### src/rtl/branch_resolve_unit_pkg.sv
// Shared definitions for the branch resolve unit: branch funct3 encodings,
// the 2-bit BHT counter encoding and its saturating update helper.
package branch_resolve_unit_pkg;

   localparam logic [2:0] F3_BEQ  = 3'b000;
   localparam logic [2:0] F3_BNE  = 3'b001;
   localparam logic [2:0] F3_BLT  = 3'b100;
   localparam logic [2:0] F3_BGE  = 3'b101;
   localparam logic [2:0] F3_BLTU = 3'b110;
   localparam logic [2:0] F3_BGEU = 3'b111;

   typedef enum logic [1:0] {
      SNT = 2'b00,
      WNT = 2'b01,
      WT  = 2'b10,
      ST  = 2'b11
   } bht_cnt_t;

   // Saturating step of a 2-bit direction counter toward the resolved outcome.
   function automatic bht_cnt_t bht_next(input bht_cnt_t cnt, input logic taken);
      bht_cnt_t nxt;
      case (cnt)
         SNT:     nxt = taken ? WNT : SNT;
         WNT:     nxt = taken ? WT  : SNT;
         WT:      nxt = taken ? ST  : WNT;
         ST:      nxt = taken ? ST  : WT;
         default: nxt = WNT;
      endcase
      return nxt;
   endfunction

endpackage

### src/rtl/branch_cmp.sv
// Combinational branch condition evaluator. Flags funct3 codes that are not
// branches so the caller can treat that cycle as idle.
module branch_cmp
   import branch_resolve_unit_pkg::*;
#(
   parameter int XLEN = 32
) (
   input  logic [2:0]      funct3,
   input  logic [XLEN-1:0] a,
   input  logic [XLEN-1:0] b,
   output logic            taken,
   output logic            legal
);

   // Evaluate the full-width condition selected by funct3.
   always_comb begin
      taken = 1'b0;
      legal = 1'b1;
      case (funct3)
         F3_BEQ:  taken = (a == b);
         F3_BNE:  taken = (a != b);
         F3_BLT:  taken = ($signed(a) <  $signed(b));
         F3_BGE:  taken = ($signed(a) >= $signed(b));
         F3_BLTU: taken = (a <  b);
         F3_BGEU: taken = (a >= b);
         default: begin
            taken = 1'b0;
            legal = 1'b0;
         end
      endcase
   end

endmodule

### src/rtl/branch_resolve_unit.sv
// Branch resolve unit: resolves execute-stage branches, trains a table of
// 2-bit saturating counters, predicts fetch-stage PCs and raises a one-cycle
// redirect on mispredict. Defining BRANCH_RESOLVE_STATS_EN adds resolve and
// mispredict counters on stat_branches / stat_mispredicts.
module branch_resolve_unit
   import branch_resolve_unit_pkg::*;
#(
   parameter int XLEN      = 32,
   parameter int BHT_DEPTH = 64
) (
   input  logic            clk,
   input  logic            rst_n,
   input  logic [XLEN-1:0] if_pc,
   output logic            if_pred_taken,
   input  logic            ex_valid,
   input  logic            ex_kill,
   input  logic [2:0]      ex_funct3,
   input  logic [XLEN-1:0] ex_a,
   input  logic [XLEN-1:0] ex_b,
   input  logic [XLEN-1:0] ex_pc,
   input  logic [XLEN-1:0] ex_target,
   input  logic            ex_pred_taken,
   output logic            br_taken,
   output logic            redirect_valid,
   output logic [XLEN-1:0] redirect_pc
`ifdef BRANCH_RESOLVE_STATS_EN
   ,
   output logic [31:0]     stat_branches,
   output logic [31:0]     stat_mispredicts
`endif
);

   localparam int IDXW = $clog2(BHT_DEPTH);

   bht_cnt_t          bht [BHT_DEPTH];
   logic              cond_taken;
   logic              cond_legal;
   logic              resolve;
   logic              mispredict;
   logic [IDXW-1:0]   if_idx;
   logic [IDXW-1:0]   ex_idx;
   logic [XLEN-1:0]   next_pc;

   // Word-aligned PCs: the low two bits and the bits above the index never
   // take part in the lookup.
   logic unused_if_pc;
   assign unused_if_pc = ^{if_pc[XLEN-1:IDXW+2], if_pc[1:0]};

   branch_cmp #(.XLEN(XLEN)) u_cmp (
      .funct3 (ex_funct3),
      .a      (ex_a),
      .b      (ex_b),
      .taken  (cond_taken),
      .legal  (cond_legal)
   );

   // Resolve qualification, table indices, mispredict and correct next PC.
   always_comb begin
      if_idx     = if_pc[IDXW+1:2];
      ex_idx     = ex_pc[IDXW+1:2];
      resolve    = ex_valid & ~ex_kill & cond_legal;
      mispredict = resolve & (cond_taken ^ ex_pred_taken);
      if (cond_taken) begin
         next_pc = ex_target;
      end else begin
         next_pc = ex_pc + XLEN'(32'd4);
      end
   end

   // Prediction reads the table as it stands before this cycle's update.
   assign if_pred_taken = bht[if_idx][1];

   // Resolved direction, redirect pulse and redirect target registers.
   always_ff @(posedge clk or negedge rst_n) begin
      if (!rst_n) begin
         br_taken       <= 1'b0;
         redirect_valid <= 1'b0;
         redirect_pc    <= '0;
      end else begin
         redirect_valid <= mispredict;
         if (resolve) begin
            br_taken <= cond_taken;
         end
         if (mispredict) begin
            redirect_pc <= next_pc;
         end
      end
   end

   // Train the direction counter of the resolving branch.
   always_ff @(posedge clk or negedge rst_n) begin
      if (!rst_n) begin
         for (int i = 0; i < BHT_DEPTH; i++) begin
            bht[i] <= WNT;
         end
      end else if (resolve) begin
         bht[ex_idx] <= bht_next(bht[ex_idx], cond_taken);
      end
   end

`ifdef BRANCH_RESOLVE_STATS_EN
   // Free-running resolve and mispredict counters, wrapping at 2^32.
   always_ff @(posedge clk or negedge rst_n) begin
      if (!rst_n) begin
         stat_branches    <= 32'd0;
         stat_mispredicts <= 32'd0;
      end else begin
         if (resolve) begin
            stat_branches <= stat_branches + 32'd1;
         end
         if (mispredict) begin
            stat_mispredicts <= stat_mispredicts + 32'd1;
         end
      end
   end
`endif

endmodule

### config.mk
export PLATFORM = sky130hd
export DESIGN_NAME = branch_resolve_unit
export DESIGN_NICKNAME = d
export VERILOG_FILES = /design/src/rtl/branch_resolve_unit_pkg.sv /design/src/rtl/branch_cmp.sv /design/src/rtl/branch_resolve_unit.sv
export SDC_FILE = /design/constraint.sdc
export NUM_CORES = 1
export LEC_CHECK = 0
export ABC_AREA = 1
export CAP_MARGIN = 10
export CORE_UTILIZATION = 40
export CTS_CLUSTER_DIAMETER = 60
export CTS_CLUSTER_SIZE = 30
export DETAILED_ROUTE_END_ITERATION = 7
export PLACE_DENSITY = 0.74
export SLEW_MARGIN = 20
export SYNTH_ARGS = -nofsm -noshare
export SYNTH_HDL_FRONTEND = slang
export SYNTH_SLANG_ARGS = --single-unit
### constraint.sdc
create_clock -name clk -period 2.45 [get_ports clk]
set_clock_uncertainty 0.15 [all_clocks]
set_input_delay 0.49 -clock clk [delete_from_list [all_inputs] [get_ports clk]]
set_output_delay 0.49 -clock clk [all_outputs]
set_load 0.05 [all_outputs]
==> results.sh, run 1 <==
export IMPL_p_total_mw=9.113
export IMPL_io_pin_count=203
export IMPL_slew_headroom=0.5853
export IMPL_synth_xor_xnor_area_share=0.02230
export IMPL_cellLeakagePower_nw=8.891
export IMPL_io_buffers=176
export IMPL_drc=0
export IMPL_clk_path_buf_depth=2
export IMPL_async_flop_share=1.000
export IMPL_cts_buffers=17
export IMPL_final_cell_mix="468 x nand2_1, 159 x buf_4, 155 x nand2_2, 144 x inv_1, 102 x clkdlybuf4s50_1"
export IMPL_setup_ws_ns=-0.2882
export IMPL_cp_end_kind="register"
export IMPL_grt_usage=0.3008
export IMPL_ir_worst_vdd_mv=0.5875
export IMPL_antenna_found_initial=0
export IMPL_h_tree_depth=4
export IMPL_fin_util=0.6668
export IMPL_synth_cells=1592
export IMPL_wire_per_inst_um=19.64
export IMPL_dieWidth_um=164.8
export IMPL_grt_max_degree=59
export IMPL_cp_arrival_ns=2.98
export IMPL_fill_cells=1939
export IMPL_yosys_warnings=0
export IMPL_area_growth_synth_to_final_pct=63.86
export IMPL_fmax_ghz=0.3652
export IMPL_nNetsFinal=2161
export IMPL_globalRouteOverflowTotal=0
export IMPL_grt_pass1_vias=12520
export IMPL_final_period_utilization=1.118
export IMPL_rsz0062_at_grt="yes"
export IMPL_insertion_delay_ns=0.45
export IMPL_yosys_area_share_simple=0.3770
export IMPL_drt_iter0_drc=1562
export IMPL_slew_violations=0
export IMPL_syn_nets=1793
export IMPL_cp_start_kind="input port"
export IMPL_worstPathRequired_ns=2.69
export IMPL_hold_viol=0
export IMPL_synth_top_family_by_area="simple AND/OR/NAND/NOR gates"
export IMPL_critPathKind="in2reg"
export IMPL_gp_congestion=0.9809
export IMPL_synth_seq_cells=162
export IMPL_yosysSeqAreaShare=0.3899
export IMPL_layout_commonest_cell="nand2_1"
export IMPL_synth_cell_area_um2=10600
export IMPL_start_util=0.4069
export IMPL_vias_per_cell=5.647
export IMPL_min_period_ns=2.738
export IMPL_cts_tree="yes"
export IMPL_maxCapViolations=0
export IMPL_drive_gt1_frac=0.3925
export IMPL_clkTransAtPathRegs_ns=0.07
export IMPL_postRouteAntennaNets=0
export IMPL_ys_flop_type="dfrtp_1"
export IMPL_synth_top_area_frac=0.2517
export IMPL_status="finished with violations"
export IMPL_die_h_um=164.8
export IMPL_worstHoldStart="bht[102]"
export IMPL_synth_edf_count=0
export IMPL_diodes=0
export IMPL_num_vias=13030
export IMPL_synth_distinct_cells=44
export IMPL_grt_pass1_wl_mm=63.07
export IMPL_synthAdderAreaFrac=0.03894
export IMPL_die_area_um2=27170
export IMPL_powerDensity_nw_per_um2=524.4
export IMPL_hold_path_class="reg2reg"
export IMPL_startpoint="ex_pc[3]"
export IMPL_synth_compound_area_frac=0.07304
export IMPL_yosysTopAreaCell="nand2_1"
export IMPL_setup_violations=161
export IMPL_dp_hpwl_mm=26.19
export IMPL_synthMuxAreaShare=0
export IMPL_fp_coreArea_um2=26060
export IMPL_worst_pin_slew_ns=0.6173
export IMPL_violations="setup timing"
export IMPL_dr_pass1_iters=8
export IMPL_rows=59
export IMPL_cp_max_fo=8
export IMPL_clock_sinks=162
export IMPL_avgSynthCellArea_um2=6.661
export IMPL_synthTopCellsByArea="nand2_1 25%, dfrtp_1 23%, dfstp_2 16%"
export IMPL_drt_total_wl_mm=45.30
export IMPL_cts_root_buf="clkbuf_16"
export IMPL_r2r_start="bht[69]"
[final timing paths]
kind | endpoint | slack [ns] | cells after the start
max | bht[62] | -0.29 | 22
min | bht[102] | 0.32 | 2
max reg2reg | bht[114] | -0.07 | 17
min reg2reg | bht[102] | 0.32 | 2
max in group asynchronous | bht[8] | 0.93 | 3
min in group asynchronous | bht[101] | 0.51 | 2
[timing repair]
item | 4_1_cts | 5_1_grt
hold buffers | 1 | 0
pin swaps | 87 | 102
resized for setup | 381 | 377
endpoints found under the setup margin | 163 | 162
setup buffers | 24 | 16
cloned | 14 | 12
hold endpoints to repair | 27 | 0
[power by group]
group	internal [mW]	leakage, nW	switching, mW
Clock	1.70	0.305	1.22
Sequential	2.95	1.98	0.176
Combinational	1.26	6.60	1.81
Total	5.90	8.89	3.21
[through the flow]
step	hold slack [ns]	setup slack [ns]	setup TNS, ns	std cells	area, um^2
after detailed placement	0.3059	-0.8484	-129.23	2220	14280
after global routing	0.3301	-0.3515	-38.17	2307	17380
final	0.3189	-0.2882	-25.65	2307	17380
after global placement	0.3032	-0.8979	-135.05	2220	14280
after CTS	0.3175	-0.2687	-0.9498	2287	15940
after floorplan	0.04441	-0.004093	-0.1771	1592	10870
[routing by layer]
metal / track usage / wire, um / part of all wire
met1: 0.3539 / 15900 / 0.35
met2: 0.5032 / 20820 / 0.46
met3: 0.07233 / 5124 / 0.11
met4: 0.1647 / 3456 / 0.076
met5: 0 / 0 / 0
[layout make-up]
cell class / instances / area (um^2) / area share
Tap cell: 335 / 419.2 / 0.02412
Clock inverter: 10 / 147.6 / 0.008497
Sequential cell: 162 / 4134 / 0.2379
Multi-Input combinational cell: 1176 / 7248 / 0.4172
Clock buffer: 21 / 470.5 / 0.02708
Timing Repair Buffer: 411 / 4208 / 0.2422
Inverter: 192 / 748.2 / 0.04306
[synthesized netlist by cell type, types with 17 or more instances]
master,instances
o21ai_0,43
nand2_1,711
ha_1,33
buf_4,17
dfrtp_1,98
nand4_1,20
dfstp_2,64
a21oi_1,28
nand3_1,93
nor3_1,46
inv_1,183
buf_2,22
xor2_1,17
clkbuf_1,21
nor2_1,105
[registers in the layout, indices dropped and copies added (netlist names)]
register	count
bht	128
redirect_pc	32
br_taken	1
redirect_valid	1
[cell families after synthesis]
logic type,after synthesis
and+or+nand+nor,989
buffers and inverters,255
DFF,162
AOI/OAI and AO/OA,126
adders and majority gates,33
xor gates and xnor gates,27
[worst max-delay path, stage by stage]
cell	delay [ns]
buf_8	0.10
buf_6	0.12
buf_6	0.11
nor3_4	0.32
inv_4	0.14
o2bb2ai_4	0.18
nor2_2	0.06
nand4_1	0.12
nand2_1	0.09
nand2_1	0.13
inv_2	0.06
nand2_4	0.07
nor2_4	0.04
buf_6	0.13
inv_6	0.07
nand2_4	0.05
nand2_4	0.11
buf_6	0.13
buf_6	0.13
buf_12	0.18
nand2_2	0.05
nand2_1	0.07
Note: power is estimated with default switching activity, not from simulation.
==> inputs of run 2 (changes only) <==
CORE_UTILIZATION = 33   (was 40)
CTS_CLUSTER_DIAMETER = unset   (was 60)
DONT_BUFFER_PORTS = 1   (was unset)
PLACE_DENSITY = 0.57   (was 0.74)
==> run 2 against run 1 <==
Effect of this change:
- the flow finishes with violations (hold timing, setup timing)
- clock power fell by 8.2%
- final cell count down 11%
- sequential share of layout area grew 8.5 points
- first-iteration DRC count decreased by 55%
- largest cell class unchanged
- setup slack gained 0.054 ns
- clock-buffer cell count down 1
- total power decreased by 17%
- worst hold slack got worse by 0.72 ns
- via count shrank 20%
- non-clock buffer count fell by 313
- combinational power down 61%
==> results.sh, run 2 (synthesis results as in run 1) <==
export IMPL_nNetsFinal=1847
export IMPL_area_growth_synth_to_final_pct=20.67
export IMPL_cts_tree="yes"
export IMPL_drt_iter0_drc=702
export IMPL_antenna_found_initial=0
export IMPL_clk_path_buf_depth=2
export IMPL_p_int_mw=4.928
export IMPL_grt_max_degree=163
export IMPL_setup_violations=1
export IMPL_gp_congestion=0.8715
export IMPL_min_period_ns=2.684
export IMPL_setup_ws_ns=-0.2343
export IMPL_path_delay_family="compound AO/OA/AOI/OAI gates"
export IMPL_slew_headroom=0.6345
export IMPL_dp_hpwl_mm=24.02
export IMPL_postRouteAntennaNets=0
export IMPL_p_seq_frac=0.488
export IMPL_final_period_utilization=1.096
export IMPL_drc=0
export IMPL_path_cells="o21ai_0 -> o21ai_1 -> nor2_1 -> o32ai_2 -> buf_4 -> o211ai_1 -> nand2_4"
export IMPL_clkTransAtPathRegs_ns=0.07
export IMPL_final_cell_mix="691 x nand2_1, 171 x inv_1, 98 x dfrtp_1, 97 x nor2_1, 87 x nand3_1"
export IMPL_power_share_switching=0.3461
export IMPL_cp_start_kind="register"
export IMPL_rsz0062_at_grt="yes"
export IMPL_num_vias=10410
export IMPL_insertion_delay_ns=0.45
export IMPL_critPathMaxStageDelay_ns=0.39
export IMPL_layout_commonest_cell="nand2_1"
export IMPL_diodes=0
export IMPL_drt_total_wl_mm=34.88
export IMPL_maxCapViolations=0
export IMPL_largest_register="bht"
export IMPL_combPwrFrac=0.156
export IMPL_dr_pass1_iters=7
export IMPL_vias_per_cell=5.052
export IMPL_crit_slowest_cell="dfrtp_1"
export IMPL_top_regs="bht: 128 flops, redirect_pc: 32 flops"
export IMPL_powerDensity_nw_per_um2=588.9
export IMPL_wire_per_inst_um=16.92
export IMPL_start_util=0.3360
export IMPL_status="finished with violations"
export IMPL_drive_gt1_frac=0.1694
export IMPL_io_buffers=0
export IMPL_dieWidth_um=181.3
export IMPL_cts_root_buf="clkbuf_16"
export IMPL_cp_arrival_ns=2.04
export IMPL_worstPathRequired_ns=1.81
export IMPL_grt_pass1_vias=9999
export IMPL_path_buf_inv=1
export IMPL_hold_viol=162
export IMPL_ir_worst_vdd_mv=0.5014
export IMPL_place_ws_ns=-0.2559
export IMPL_slew_violations=0
export IMPL_grt_usage=0.2092
export IMPL_fill_cells=3290
export IMPL_clock_power_share=0.356
export IMPL_clock_sinks=162
export IMPL_critPathKind="reg2out"
export IMPL_largest_register_ffs=128
export IMPL_die_area_um2=32850
export IMPL_die_h_um=181.3
export IMPL_violations="hold timing, setup timing"
export IMPL_fmax_ghz=0.3725
export IMPL_rows=65
export IMPL_cp_end_kind="output port"
export IMPL_h_tree_depth=4
export IMPL_multi_input_area_um2=5819
export IMPL_worst_pin_slew_ns=0.5477
export IMPL_io_pin_count=203
export IMPL_fp_coreArea_um2=31560
export IMPL_hold_path_class="in2async"
export IMPL_p_switching_mw=2.608
export IMPL_cp_max_fo=3
export IMPL_hold_worst_slack_ns=-0.4039
export IMPL_seqCellArea_um2=4134
export IMPL_cellLeakagePower_nw=6.239
export IMPL_cts_buffers=17
export IMPL_grt_pass1_wl_mm=53.88
export IMPL_globalRouteOverflowTotal=0
[run 2: power by group through the flow]
| stage | sequential [mW] | combinational (mW) | clock, mW |
|---|---|---|---|
| after floorplan | 3.67 | 0.773 | 0 |
| after global placement | 3.72 | 1.06 | 0 |
| after detailed placement | 3.72 | 1.08 | 0 |
| after CTS | 3.68 | 1.09 | 2.74 |
| after global routing | 3.71 | 1.32 | 2.84 |
| final | 3.68 | 1.18 | 2.68 |
[run 2: path summary, 6_finish.rpt]
| path | from | endpoint | slack (ns) | cells past startpoint |
|---|---|---|---|---|
| min in group clk | ex_target[14] | redirect_pc[14] | 0.13 | 4 |
| max in group asynchronous | rst_n | bht[16] | 2.23 | 0 |
| hold reg to reg | bht[6] | bht[6] | 0.31 | 2 |
| setup / recovery | bht[51] | if_pred_taken | -0.23 | 7 |
| hold / removal | rst_n | redirect_pc[10] | -0.40 | 0 |
| setup reg to reg | bht[53] | bht[17] | 0.21 | 14 |
[run 2: per-layer routing]
metal	part of all wire	global-route usage
met1	0.43	0.2757
met2	0.46	0.3403
met3	0.090	0.05342
met4	0.015	0.05153
met5	0	0
[run 2: per-stage QoR]
step                      setup TNS [ns]  std cells  power (mW)  cell area, um^2  utilization
after floorplan                  -0.1771       1592       4.439            10870            -
after global placement            -33.97       2017       4.784            11860       0.3758
after detailed placement          -36.23       2017       4.800            11860       0.3758
after CTS                        -0.2681       2050       7.502            12450       0.3945
after global routing             -0.4659       2061       7.866            12800       0.4055
final                            -0.2343       2061       7.536            12800       0.4055
[run 2: what timing repair did]
item                                    in CTS  in global routing
gates resized for setup                      6                 44
gates cloned                                 0                  6
endpoints found under the setup margin       1                145
pin swaps                                    4                 31
setup buffers                                1                  5
hold endpoints to repair                   162                162
[run 2: cell type report]
cell class,count,share of cell area
Inverter,192,0.05710
Clock buffer,20,0.03413
Sequential cell,162,0.3231
Clock inverter,12,0.01056
Tap cell,402,0.03931
Multi-Input combinational cell,1175,0.4548
Timing Repair Buffer,98,0.08106
